[src/rtl/pe_cmd_dispatcher.sv]
// Initiator side of the PE start/instruction/done handshake: queues host instructions in a
// small FIFO, issues them one at a time and tracks completion, counts and a sticky timeout.
//
// state | meaning
// IDLE  | waiting for FIFO data; pops the head into pe_instruction when non-empty
// ISSUE | pe_start pulse, wait counter cleared
// WAIT  | waiting for a rising edge on pe_done, or for the timeout to expire
module pe_cmd_dispatcher #(
   parameter int FIFO_DEPTH     = 4,
   parameter int TIMEOUT_CYCLES = 255,
   parameter int CNT_WIDTH      = 16
) (
   input  logic                          clk,
   input  logic                          rst_n,
   input  logic                          cmd_valid,
   input  logic [31:0]                   cmd_instr,
   output logic                          cmd_ready,
   output logic                          pe_start,
   output logic [31:0]                   pe_instruction,
   input  logic                          pe_done,
   output logic                          op_done,
   output logic                          busy,
   output logic [$clog2(FIFO_DEPTH):0]   fifo_level,
   output logic [CNT_WIDTH-1:0]          completed_count,
   output logic                          timeout_err,
   output logic [31:0]                   err_instr,
   input  logic                          err_clr
);

   localparam int AW = $clog2(FIFO_DEPTH);
   localparam logic [AW:0] DEPTH_L   = (AW+1)'(FIFO_DEPTH);
   localparam logic [15:0] WAIT_LAST = 16'(TIMEOUT_CYCLES - 1);

   typedef enum logic [1:0] {S_IDLE, S_ISSUE, S_WAIT} state_t;

   state_t        state, state_nxt;
   logic [31:0]   mem [FIFO_DEPTH];
   logic [AW-1:0] wr_ptr, rd_ptr;
   logic          push, pop;
   logic          done_q, done_rise;
   logic          timeout_fire;
   logic [15:0]   wait_cnt;

   assign cmd_ready = (fifo_level != DEPTH_L);
   assign push      = cmd_valid && cmd_ready;
   // Only a fresh rising edge counts: a done level left over from the previous op is ignored.
   assign done_rise = pe_done && !done_q;
   assign busy      = (state != S_IDLE) || (fifo_level != '0);

   always_comb begin
      state_nxt    = state;
      pop          = 1'b0;
      pe_start     = 1'b0;
      op_done      = 1'b0;
      timeout_fire = 1'b0;
      case (state)
         S_IDLE: begin
            if (fifo_level != '0) begin
               pop       = 1'b1;
               state_nxt = S_ISSUE;
            end
         end
         S_ISSUE: begin
            pe_start  = 1'b1;
            state_nxt = S_WAIT;
         end
         S_WAIT: begin
            // completion takes priority over a timeout landing on the same cycle
            if (done_rise) begin
               op_done   = 1'b1;
               state_nxt = S_IDLE;
            end else if (wait_cnt == WAIT_LAST) begin
               timeout_fire = 1'b1;
               state_nxt    = S_IDLE;
            end
         end
         default: state_nxt = S_IDLE;
      endcase
   end

   always_ff @(posedge clk or negedge rst_n) begin
      if (!rst_n) state <= S_IDLE;
      else        state <= state_nxt;
   end

   always_ff @(posedge clk) begin
      if (push) mem[wr_ptr] <= cmd_instr;
   end

   always_ff @(posedge clk or negedge rst_n) begin
      if (!rst_n) begin
         wr_ptr     <= '0;
         rd_ptr     <= '0;
         fifo_level <= '0;
      end else begin
         if (push) wr_ptr <= wr_ptr + 1'b1;
         if (pop)  rd_ptr <= rd_ptr + 1'b1;
         case ({push, pop})
            2'b10:   fifo_level <= fifo_level + 1'b1;
            2'b01:   fifo_level <= fifo_level - 1'b1;
            default: fifo_level <= fifo_level;
         endcase
      end
   end

   always_ff @(posedge clk or negedge rst_n) begin
      if (!rst_n) begin
         done_q          <= 1'b0;
         pe_instruction  <= '0;
         wait_cnt        <= '0;
         completed_count <= '0;
         timeout_err     <= 1'b0;
         err_instr       <= '0;
      end else begin
         done_q <= pe_done;
         if (pop) pe_instruction <= mem[rd_ptr];
         if (state == S_ISSUE)     wait_cnt <= '0;
         else if (state == S_WAIT) wait_cnt <= wait_cnt + 16'd1;
         if (op_done) completed_count <= completed_count + 1'b1;
         // a new timeout overrides a simultaneous clear
         if (timeout_fire) begin
            timeout_err <= 1'b1;
            err_instr   <= pe_instruction;
         end else if (err_clr) begin
            timeout_err <= 1'b0;
         end
      end
   end

endmodule

[config.mk]
export PLATFORM = sky130hd
export DESIGN_NAME = pe_cmd_dispatcher
export DESIGN_NICKNAME = d
export VERILOG_FILES = /design/src/rtl/pe_cmd_dispatcher.sv
export SDC_FILE = /design/constraint.sdc
export NUM_CORES = 1
export LEC_CHECK = 0
export CAP_MARGIN = 20
export CORE_UTILIZATION = 30
export DETAILED_ROUTE_END_ITERATION = 8
export SYNTH_ARGS = -nofsm -noshare
export SYNTH_HDL_FRONTEND = slang
export SYNTH_SLANG_ARGS = --single-unit
export TNS_END_PERCENT = 100
[constraint.sdc]
create_clock -name clk -period 2.3 [get_ports clk]
set_clock_uncertainty 0.2 [all_clocks]
set_input_delay 0.345 -clock clk [delete_from_list [all_inputs] [get_ports clk]]
set_output_delay 0.345 -clock clk [all_outputs]
set_load 0.005 [all_outputs]
==> flow_summary.toml, run 1 <==
[outcome]
status = "completed"

[cts]
cts_buffer_depth = 3
clk_latency_ns = 0.53
path_clk_slew_ns = 0.06
cts_sinks = 235
cts_buffers = 27
cts-root-buf = "clkbuf_16"
htree_levels = 1
cts_tree = "yes"

[sta]
max_slew_margin = 0.725
setup_viol = 0
max_clock_freq_mhz = 443
worst_pin_slew_ns = 0.412
slew_viol_final = 0
period_needed_ns = 2.26
hold_viol = 0
rsz0062_at_grt = "yes"
finalCritPeriodShare = 0.981

[cells_and_area]
fin_util = 0.412
drive_above_1_share = 0.305
mostFrequentLayoutCells = "edfxtp_1, clkdlybuf4s50_1, dfrtp_1"
fin_area_um2 = 12400
final_common_cell = "edfxtp_1"
antenna-diode-count = 0
area_growth_pct = 33.6
final_nets = 773

[route]
via_per_inst = 4.54
wire_per_inst_um = 17.4
drt_iter0_markers = 271
finalWirelength_um = 19700
num_vias = 5151
ant_nets = 0
firstDrtPassIters = 5
drc = 0

[global_route]
overflow = 0
grt_use_total = 0.125
antenna_found_initial = 0
grt_pass1_vias = 5428
grt_pass1_wl_um = 30400
grt_max_degree = 34
grt_use_met1 = 0.161
grt-busiest-layer = "met2"
grt_util_met3 = 0.0278
grt_use_met2 = 0.215

[logic_synthesis]
synth.top_cell.area_share = 0.416
syn-cell-area_um2 = 9250
ys_seq_elements = 235
synth_edf_count = 128
ys_async_sr_fraction = 0.455
synth-main-ff-cell = "edfxtp_1"
synth_nets = 577
ys_seq_area_frac = 0.705
yosysTopAreaCell = "edfxtp_1"
synth_cell_types = 43
syn_avg_cell_area_um2 = 17.5
synth_area_leaders = "edfxtp_1, dfrtp_1, mux2_2, mux4_2, xnor2_1"
syn_inst = 527
synth_warnings = 0

[power]
finalPower_uw = 14500
powerDensity_nw_per_um2 = 1180
p_leak_uw = 0.00480
vdd_ir_drop_max_uv = 569

[setup_path]
crit_required_ns = 2.51
worstSetupStartpointType = "flip-flop"
crit_fanout = 14
crit_type = "flip-flop to flip-flop"
crit_path_end_kind = "flip-flop"
arrival_ns = 2.47

[floorplan]
ioPinCount = 125
core_area_um2 = 30000
fp-row-count = 63
start_util = 0.309
die_w_um = 178
die_area_um2 = 31500
dieHeight_um = 178

[placement]
portBuffers = 124
placed_cell_area_um2 = 11300
hpwl_um = 12200
place_congestion = 0.726

[worst_hold_path]
min_path_type = "input port to asynchronous set/reset pin"

[flow_run]
max-cap-violations = 0
-- per-layer routing --
metal | vias up | wire, um
met5 | - | 0
met3 | 27 | 857
met4 | 0 | 347
met2 | 97 | 9810
met1 | 2627 | 8660
li1 | 2400 | -
-- power breakdown --
part           internal, uW  switching, uW
clock                  2290           1670
sequential             5450            502
combinational          2610           2000
-- flip-flops by register name, summed over array words and instances (netlist names), 2 cells and up --
register,cells
err_instr,32
fifo_level,3
wait_cnt,16
completed_count,16
state,2
wr_ptr,2
mem,128
rd_ptr,2
pe_instruction,32
-- worst paths after layout --
kind	cells after the start	slack, ns	from	end
hold / removal	2	0.06	rst_n	err_instr[29]
max in group asynchronous	3	1.09	rst_n	fifo_level[0]
hold reg to reg	1	0.27	completed_count[15]	completed_count[15]
setup reg to reg	5	0.04	wait_cnt[10]	err_instr[23]
setup / recovery	5	0.04	wait_cnt[10]	err_instr[23]
min in group clk	3	0.20	err_clr	timeout_err
-- cells in the mapped netlist (all sizes together), types with 10 or more instances --
cell type  count
xnor2         19
and3          10
mux4          32
edfxtp       128
nand3         10
inv           20
clkbuf        11
dfrtp        107
nand2         17
mux2          66
nor2          16
ha            12
-- critical path: stages (launching register included) --
cell,delay [ns]
dfrtp_2,0.43
or4_4,0.52
nor4_4,0.27
buf_6,0.19
buf_12,0.17
mux2_2,0.34
-- stage by stage --
stage	hold WS (ns)	setup slack (ns)	TNS, ns	std cells
after CTS	0.0494	0.00258	0	1125
after detailed placement	0.0764	-0.100	-2.68	1066
after global routing	0.0708	0.00102	0	1134
after floorplan	-0.151	0.0182	0	527
after global placement	0.0790	-0.0948	-2.68	1066
final	0.0565	0.0435	0	1134
-- area by class of cell --
type,instances,area [um2]
tap,390,488
timing repair buffer,185,1810
multi-input combinational,253,2620
sequential,235,6530
fill,2772,17600
clock inverter,15,121
inverter,21,78.8
clock buffer,35,706
-- logic make-up after synthesis --
group	synth area share
compound gates	0.0185
xor+xnor	0.0256
fa+ha+maj	0.0184
buf+inv	0.0191
flops	0.705
mux	0.158
simple gates	0.0547
-- repair_timing --
action	4_1_cts	5_1_grt
endpoints found under the setup margin	33	34
buffers inserted	8	7
cloned	0	2
resized for setup	25	11
pin swaps	1	4
hold buffers	1	0
endpoints found under the hold margin	107	0
No activity file was read; power rests on OpenSTA's default activity.
==> run 2: changes to the inputs <==
- SETUP_SLACK_MARGIN: default -> 0.1
==> run 2 against run 1 <==
Effect of this change:
- routed wire length is 1.2% higher
- design area increased by 1.4%
- clock power grew 9.1%
- cell count hardly changed
- die area unchanged
- first-iteration DRC count fell by 36%
- count of clock-buffer cells in the layout is 8 lower
- sequential power about the same
- critical endpoint is now err_instr[28]
- highest routed layer unchanged
- combinational power increased by 3%
- sequential share of layout area decreased by 0.74 points
==> flow_summary.toml, run 2 (synthesis gave the netlist of run 1 again) <==
[outcome]
status = "completed"

[setup_path]
cp_slowest_cell = "or4_4"
crit_fanout = 8
critical-path-max-stage-delay_ns = 0.57
critPathTopFamily = "simple AND/OR/NAND/NOR gates"
worstSetupStartpointType = "flip-flop"
crit_type = "flip-flop to flip-flop"
crit_chain = "or4_4, nor4_4, buf_6, clkbuf_16, mux2_2"
crit_path_end_kind = "flip-flop"
crit_required_ns = 2.49
cp_num_buf_inv = 2
arrival_ns = 2.45

[sta]
period_needed_ns = 2.26
max_clock_freq_mhz = 442
rsz0062_at_grt = "yes"
hold_viol = 0
max_slew_margin = 0.592
worst_pin_slew_ns = 0.611
slew_viol_final = 0
setup_viol = 0
tns_ns = 0
finalCritPeriodShare = 0.983

[cells_and_area]
drive_above_1_share = 0.320
final_common_cell = "edfxtp_1"
largest_register = "mem"
top_regs = "mem x128, err_instr x32, pe_instruction x32"
final_nets = 775
antenna-diode-count = 0
area_growth_pct = 35.5
mostFrequentLayoutCells = "edfxtp_1, clkdlybuf4s50_1, dfrtp_1"
fin_util = 0.418
largest_reg_flops = 128
n_fill_cell = 2727

[global_route]
antenna_found_initial = 0
grt_pass1_wl_um = 30700
grt_max_degree = 39
grt_use_total = 0.126
grt-busiest-layer = "met2"
grt_pass1_vias = 5467
grt_use_met2 = 0.215
grt_use_met1 = 0.163
grt_util_met3 = 0.0261
overflow = 0

[power]
p_leak_uw = 0.00488
powerDensity_nw_per_um2 = 1200
vdd_ir_drop_max_uv = 562
finalPower_uw = 15000

[floorplan]
ioPinCount = 125
fp-row-count = 63
core_area_um2 = 30000
die_w_um = 178
dieHeight_um = 178
start_util = 0.309
die_area_um2 = 31500

[cts]
path_clk_slew_ns = 0.06
htree_levels = 1
cts-root-buf = "clkbuf_16"
cts_buffers = 25
cts_sinks = 235
clk_latency_ns = 0.51
cts_tree = "yes"
cts_buffer_depth = 3

[route]
ant_nets = 0
via_per_inst = 4.57
num_vias = 5183
drt_iter0_markers = 173
wire_per_inst_um = 17.6
drc = 0
firstDrtPassIters = 4
finalWirelength_um = 19900

[worst_hold_path]
min_path_type = "input port to flip-flop"

[placement]
portBuffers = 124
hpwl_um = 12500
place_congestion = 0.743

[flow_run]
max-cap-violations = 0
==> run 2: worst reg2reg max path, stage by stage, from the launching register on <==
cell	delay, ns
dfrtp_1	0.38
or4_4	0.57
nor4_4	0.28
buf_6	0.19
clkbuf_16	0.19
mux2_2	0.34
==> run 2: timing repair <==
action,CTS,global route
hold endpoints to repair,34,0
gates cloned,1,1
gates resized for setup,29,15
setup buffers,14,4
pin swaps,3,4
endpoints found under the setup margin,37,41
hold buffers,1,0
==> run 2: area by class of cell <==
class,count,area [um2],area share
inverter,21,80.1,0.00639
multi-input combinational,253,2660,0.212
clock inverter,18,251,0.0201
clock buffer,27,633,0.0505
sequential,235,6530,0.521
timing repair buffer,189,1890,0.151
tap,390,488,0.0390
==> run 2: path summary, 6_finish.rpt <==
check	start	slack, ns	depth (start not counted)	to
worst max-delay path	wait_cnt[11]	0.04	5	err_instr[28]
worst min-delay path	pe_done	0.17	1	done_q
worst max register to register	wait_cnt[11]	0.04	5	err_instr[28]
worst min register to register	completed_count[15]	0.27	1	completed_count[15]
max in group asynchronous	rst_n	1.08	3	err_instr[4]
min in group asynchronous	rst_n	0.19	2	timeout_err
==> run 2: metrics by stage <==
step | setup slack (ns) | std cells | hold slack, ns | instance area, um2
after floorplan | 0.0831 | 527 | -0.151 | 9270
after global placement | -0.256 | 1067 | 0.215 | 11300
after detailed placement | -0.290 | 1067 | 0.213 | 11300
after CTS | 0.0320 | 1128 | 0.142 | 12400
after global routing | -0.0181 | 1133 | 0.149 | 12500
final | 0.0388 | 1133 | 0.167 | 12500
==> run 2: power breakdown <==
group          switching, uW  internal, uW  total (uW)
registers                535          5450        5990
logic                   2050          2680        4730
clock network           1650          2670        4320
==> run 2: routing by layer <==
layer | wire length, um | vias up
met5 | 0 | -
met1 | 8680 | 2657
met3 | 886 | 27
met2 | 9960 | 98
met4 | 376 | 0
li1 | - | 2401
